$ cat src/rtl/tx_frame_scheduler.sv
// tx_frame_scheduler: round-robin arbiter between two byte sources, framing each grant as
// preamble, sync, fixed payload and idle gap, serialized MSB-first at CLKS_PER_BIT clocks per bit.
module tx_frame_scheduler #(
   parameter int          CLKS_PER_BIT  = 16,
   parameter int          PAYLOAD_BYTES = 2,
   parameter int          GAP_BITS      = 4,
   parameter logic [7:0]  PREAMBLE      = 8'hAA,
   parameter logic [7:0]  SYNC          = 8'h7E
) (
   input  logic       transmitter_clk,
   input  logic       transmitter_rst,
   input  logic       req0_valid,
   input  logic [7:0] req0_data,
   output logic       req0_ready,
   input  logic       req1_valid,
   input  logic [7:0] req1_data,
   output logic       req1_ready,
   output logic       tx_bit,
   output logic       tx_en,
   output logic       busy,
   output logic [1:0] grant,
   output logic       frame_done,
   output logic       underrun
);
   typedef enum logic [2:0] {S_IDLE, S_PRE, S_SYNC, S_PAY, S_GAP} state_t;
   localparam int CW = $clog2(CLKS_PER_BIT);

   state_t        state_q, state_d;
   logic [CW-1:0] clk_cnt_q, clk_cnt_d;
   logic [15:0]   bit_cnt_q, bit_cnt_d;
   logic [7:0]    byte_cnt_q, byte_cnt_d;
   logic [7:0]    shift_q, shift_d;
   logic          rr_q, rr_d;
   logic [1:0]    grant_q, grant_d;
   logic          tx_bit_q, tx_bit_d, tx_en_q, tx_en_d, busy_q, busy_d;
   logic          tick, byte_end, last_byte, need, own_valid, pick;
   logic [7:0]    own_data, load;

   assign tick       = clk_cnt_q == CW'(CLKS_PER_BIT - 1);
   assign byte_end   = tick && bit_cnt_q == 16'd7;
   assign last_byte  = byte_cnt_q == 8'(PAYLOAD_BYTES - 1);
   assign need       = byte_end && (state_q == S_SYNC || (state_q == S_PAY && !last_byte));
   assign own_valid  = grant_q[0] ? req0_valid : grant_q[1] & req1_valid;
   assign own_data   = grant_q[0] ? req0_data : req1_data;
   // a missing byte is replaced by zeros so the frame timing never stretches
   assign load       = own_valid ? own_data : 8'h00;
   assign req0_ready = need & grant_q[0] & req0_valid;
   assign req1_ready = need & grant_q[1] & req1_valid;
   assign underrun   = need & ~own_valid;
   assign frame_done = state_q == S_GAP && tick && bit_cnt_q == 16'(GAP_BITS - 1);

   always_comb begin
      state_d    = state_q;
      clk_cnt_d  = clk_cnt_q;
      bit_cnt_d  = bit_cnt_q;
      byte_cnt_d = byte_cnt_q;
      shift_d    = shift_q;
      rr_d       = rr_q;
      grant_d    = grant_q;
      pick       = (rr_q ? req1_valid : req0_valid) ? rr_q : ~rr_q;
      if (state_q == S_IDLE) begin
         if (req0_valid | req1_valid) begin
            state_d    = S_PRE;
            grant_d    = pick ? 2'b10 : 2'b01;
            rr_d       = ~pick;
            shift_d    = PREAMBLE;
            clk_cnt_d  = '0;
            bit_cnt_d  = '0;
            byte_cnt_d = '0;
         end
      end else begin
         clk_cnt_d = tick ? '0 : clk_cnt_q + 1'b1;
         if (tick) begin
            bit_cnt_d = (byte_end && state_q != S_GAP) ? 16'd0 : bit_cnt_q + 16'd1;
            shift_d   = {shift_q[6:0], 1'b0};
            case (state_q)
               S_PRE:  if (byte_end) begin
                  state_d = S_SYNC;
                  shift_d = SYNC;
               end
               S_SYNC: if (byte_end) begin
                  state_d    = S_PAY;
                  shift_d    = load;
                  byte_cnt_d = '0;
               end
               S_PAY:  if (byte_end) begin
                  state_d    = last_byte ? S_GAP : S_PAY;
                  shift_d    = last_byte ? 8'h00 : load;
                  byte_cnt_d = byte_cnt_q + 8'd1;
               end
               S_GAP:  if (frame_done) begin
                  state_d = S_IDLE;
                  grant_d = 2'b00;
               end
               default: ;
            endcase
         end
      end
   end

   // outputs are registered from next-state values so they line up with the shift register
   assign tx_en_d  = state_d == S_PRE || state_d == S_SYNC || state_d == S_PAY;
   assign tx_bit_d = tx_en_d & shift_d[7];
   assign busy_d   = state_d != S_IDLE;

   always_ff @(posedge transmitter_clk or posedge transmitter_rst) begin
      if (transmitter_rst) begin
         state_q    <= S_IDLE;
         clk_cnt_q  <= '0;
         bit_cnt_q  <= '0;
         byte_cnt_q <= '0;
         shift_q    <= '0;
         rr_q       <= 1'b0;
         grant_q    <= 2'b00;
         tx_bit_q   <= 1'b0;
         tx_en_q    <= 1'b0;
         busy_q     <= 1'b0;
      end else begin
         state_q    <= state_d;
         clk_cnt_q  <= clk_cnt_d;
         bit_cnt_q  <= bit_cnt_d;
         byte_cnt_q <= byte_cnt_d;
         shift_q    <= shift_d;
         rr_q       <= rr_d;
         grant_q    <= grant_d;
         tx_bit_q   <= tx_bit_d;
         tx_en_q    <= tx_en_d;
         busy_q     <= busy_d;
      end
   end

   assign tx_bit = tx_bit_q;
   assign tx_en  = tx_en_q;
   assign busy   = busy_q;
   assign grant  = grant_q;
endmodule

$ cat config.mk
export PLATFORM = sky130hd
export DESIGN_NAME = tx_frame_scheduler
export DESIGN_NICKNAME = d
export VERILOG_FILES = /design/src/rtl/tx_frame_scheduler.sv
export SDC_FILE = /design/constraint.sdc
export NUM_CORES = 1
export LEC_CHECK = 0
export CAP_MARGIN = 15
export CORE_MARGIN = 2
export CORE_UTILIZATION = 55
export CTS_BUF_LIST = sky130_fd_sc_hd__clkbuf_4
export CTS_CLUSTER_SIZE = 25
export DETAILED_ROUTE_END_ITERATION = 16
export DONT_BUFFER_PORTS = 1
export PLACE_DENSITY = 0.7
export SLEW_MARGIN = 20
export SYNTH_ARGS = -nofsm -noshare
export SYNTH_HDL_FRONTEND = slang
export SYNTH_SLANG_ARGS = --single-unit
$ cat constraint.sdc
create_clock -name transmitter_clk -period 5.1 [get_ports transmitter_clk]
set_input_delay 0.51 -clock transmitter_clk [delete_from_list [all_inputs] [get_ports transmitter_clk]]
set_output_delay 0.51 -clock transmitter_clk [all_outputs]
set_load 0.02 [all_outputs]
; ---- Word level (Yosys, flattened, before mapping)
; Index checks and enable logic that the tools add are counted.
; W data, S select, Z words.
[classes]
add_sub_neg = 3
eq_ne = 15
n_mux = 41
bitwise = 11
reduce_logical = 20
[op_table]
columns = op, n
row1 = $mux W8, 14
row2 = $mux W16, 4
row3 = $mux W3, 8
row4 = $pmux W8 S3, 1
row5 = $add A16 B1 Y16 const B, 1
row6 = $eq A16 B2 Y1 const B, 1
row7 = $eq A16 B3 Y1 const B, 1
row8 = $pmux W8 S2, 1
row9 = $eq A3 B2 Y1 const B, 4
row10 = $mux W2, 6
row11 = $mux W4, 3
row12 = $pmux W3 S4, 1
row13 = $add A8 B1 Y8 const B, 1
row14 = $eq A8 B1 Y1 const B, 1
row15 = $and A1 B1 Y1, 7
row16 = $eq A3 B1 Y1 const B, 2
row17 = $logic_and A1 B1 Y1, 6
row18 = $ne A3 B2 Y1 const B, 2
row19 = $reduce_bool A2 Y1, 3
row20 = $reduce_bool A3 Y1, 2
row21 = $reduce_and A5 Y1, 1
row22 = $add A4 B1 Y4 const B, 1
row23 = $eq A4 B4 Y1 const B, 1
row24 = $reduce_and A2 Y1, 2
row25 = 10 further kinds, 16
[word_totals]
ff_bits = 45
input_bits = 20
output_inout_bits = 9
word_cells = 101

; ---- Depth between registers and ports, before layout
[depth]
ltp_word = 11
mapped_depth = 8
depth_no_buf = 7

; ---- Least setup slack after synthesis
; Ideal clock, no wire load.
[synth_path]
kind = reg2out
startpoint = reg bit_cnt_q[0]
endpoint = out underrun
t_arrival_ns = 2.071
required_time_ns = 4.590
slack_ns = 2.519
stages_incl_launch_ff = 8
n_path_buf = 1
cell_sequence = dfrtp_1 > ha_1 > nor4bb_2 > and4_1 > buf_6 > and3_2 > nand2_1 > nor3_1
[synth_between]
elab_chain_cells = 4
[synth_lines]
columns = element, line
row1 = start: declaration, 30  ; logic [15:0] bit_cnt_q, bit_cnt_d;
row2 = start signal: assignment, 121  ; bit_cnt_q <= bit_cnt_d;
row3 = $eq A16 B3 Y1, 40  ; assign byte_end = tick && bit_cnt_q == 16'd7;
row4 = $logic_and A1 B1 Y1, 40
row5 = $logic_and A1 B1 Y1, 42  ; assign need = byte_end && (state_q == S_SYNC || (state_q == S_PAY && !last_byte));
row6 = $and A1 B1 Y1, 49  ; assign underrun = need & ~own_valid;
row7 = end: declaration, 23  ; output logic underrun
; Every way passes these cells.

; ---- Worst setup path after layout
; Ends and elaborated chain as after synthesis.

==> flow_metrics.tcl <==
set metrics [dict create \
    rr_worst_depth 5 \
    p_per_area_mw_per_mm2 203 \
    rsz0062_at_grt "no" \
    fill_cells 414 \
    cts.repair.resized 0 \
    ios 29 \
    status "finished, final reports clean" \
    cp_max_fo 10 \
    worst_setup_path_end_kind "output port" \
    slew_viol_final 0 \
    drt-met1-wl_um 2950 \
    post_cts_buffers 0 \
    final_antenna_net_count 0 \
    grt_usage 0.234 \
    clock-sinks 45 \
    grt_start_max_net_pins 46 \
    reg2reg_slack_ps 2610 \
    wl_um 5920 \
    fmax_ghz 0.304 \
    clock_latency_ps 360 \
    placementRows 25 \
    multiInputGateArea_mm2 0.00142 \
    routedWlPerCell_um 16.8 \
    dpl.hpwl_um 4150 \
    nets 321 \
    top_layer "met4" \
    synth_area_per_cell_um2 8.86 \
    setup_viol 0 \
    die_w_um 73.6 \
    wl_met3_um 351 \
    drc 0 \
    grt_pass1_wl_um 9620 \
    synthDistinctLibCells 54 \
    finClkSkew_ps 12.8 \
    max-cap-violations 0 \
    vias 2296 \
    drt_iter0_markers 223 \
    dr.pass1.iters 4 \
    cp.required_ps 4590 \
    hp-class "in2async" \
    gp_congestion 0.857 \
    gr-total-overflow 0 \
    leakagePower_nw 1.09 \
    stdcell_area_mm2 0.00271 \
    synth_edf_count 0 \
    worstSetupStartpoint "bit_cnt_q[0]" \
    grt_antenna_before_repair 0 \
    arrival_ps 2780 \
    yosysTopAreaCell "dfrtp_1" \
    initial_core_util 0.568 \
    r2r_end "bit_cnt_q[8]" \
    area_delta_synth_final_pct 1.55 \
    htree_num_levels 2 \
    final_hold_viol_count 0 \
    die_y_um 73.6 \
    startpoint_type "register" \
    ys_ff_latch 45 \
    final.setup.tns_ps 0 \
    yosys_warnings 0 \
    wl_met2_um 2540 \
    tightest_slew_ps 941 \
    dpl_cell_area_mm2 0.00265 \
    finalCriticalPeriod_ps 3290 \
    crit_type "reg2out" \
    cts_buffer_depth 2 \
    r2r-start "state_q[2]" \
    synthArstFlopShare 1.00 \
    drive_gt1_frac 0.0940 \
    fin_crit_sh 0.646 \
    synth_cells 301 \
    drt-vias-per-instance 6.52 \
    syn_area_mm2 0.00267 \
    cts_tree "built" \
    yosys_most_used_dff "dfrtp_1" \
    synth_fp_nets 325 \
    cts-root-buf "clkbuf_4" \
    relSlewSlack 0.372 \
    yosys-top-cells-area "dfrtp_1 (42%), nand2_1 (5.9%), o21ai_0 (4.3%)" \
    postCtsHoldBufs 0 \
    clk_transition_reported_paths_ps 130 \
    numCtsBuffers 5 \
    core_area_mm2 0.00469 \
    die_area_mm2 0.00542 \
    irDropWorstVdd_mv 0.132 \
    portBuffers 0 \
    final-seq-area_mm2 0.00113 \
    yosysSeqAreaShare 0.422 \
    synth.top_cell.area_share 0.422 \
    diodes 0 \
    grt_pass1_vias 1913 \
]
-- metrics by stage --
stage	std cells	setup WS (ps)	util	total power, W	hold WS, ps
6_report	352	1810	0.577	0.000549	222
4_1_cts	352	1810	0.577	0.000553	220
5_1_grt	352	1580	0.577	0.000573	204
3_3_place_gp	344	2300	0.565	0.000381	483
3_5_place_dp	344	2210	0.565	0.000381	479
2_1_floorplan	301	2520	-	0.000377	451
-- synth_stat cells (6+ instances only) --
master	instances
dfrtp_1	45
nand2_1	42
nor2_1	26
o21ai_0	23
a21oi_1	20
nand3_1	15
nor3_1	11
a31oi_1	10
inv_1	8
a211oi_1	7
a22o_1	6
nand4_1	6
-- worst max-delay path by stage --
stage | slack [ps] | cells after the start | to
final | 1810 | 6 | underrun
after CTS | 1810 | 6 | underrun
after floorplan | 2520 | 7 | underrun
after global placement | 2300 | 6 | underrun
after global routing | 1580 | 6 | underrun
after detailed placement | 2210 | 6 | underrun
-- worst max-delay path: stages, from the launching register on --
cell,delay (ps)
dfrtp_1,400
ha_1,250
nor4bb_2,390
and4_1,460
and3_2,300
nand2_1,90
nor3_1,550
-- routing by layer --
layer,up-vias,GRT usage
li1,1127,-
met1,1079,0.365
met2,83,0.319
met3,7,0.0549
met4,0,0.0687
met5,-,0
-- layout by cell type (no fill, tap or decap), drive strengths merged, types with 2 or more instances in the layout --
cell     n
ha       4
nand4    7
and4     3
a21oi   22
and3     5
a22oi    4
o21a     2
nor4     6
inv      8
nand3   15
o31ai    4
clkbuf   6
nor2    27
or2      4
a31oi   10
a41oi    4
a21o     4
o41ai    2
mux2i    2
a221o    3
and2     2
a22o     6
or3      2
a211oi   7
nor4b    2
o21ai   23
dfrtp   45
clkinv   2
nand2   42
nor3    12
-- where the power goes --
group           total, W  switching (W)  internal [W]
Combinational  0.0000135      0.0000105    0.00000299
Clock           0.000175       0.000117     0.0000581
Sequential      0.000360     0.00000206      0.000358
-- registers in the layout (all words and copies together) (netlist names) --
register,cells
shift_q,8
bit_cnt_q,16
rr_q,1
state_q,3
tx_en,1
tx_bit,1
byte_cnt_q,8
grant,2
clk_cnt_q,4
busy,1
-- area by class of cell --
type,instances,area share
sequential,45,0.416
inverter,8,0.0111
clock inverter,2,0.00370
timing repair buffer,1,0.00277
tap,54,0.0250
multi-input combinational,236,0.525
clock buffer,6,0.0166
-- logic make-up after synthesis --
logic type | Yosys count | share of synthesized area
flip-flops | 45 | 0.422
AND/OR/NAND/NOR | 130 | 0.253
buffers and inverters | 20 | 0.0446
adder cells (fa/ha/maj) | 4 | 0.0188
AO/OA/AOI/OAI | 99 | 0.249
multiplexers | 2 | 0.00891
XOR/XNOR | 1 | 0.00329
Power figures use the tool's default switching activity.
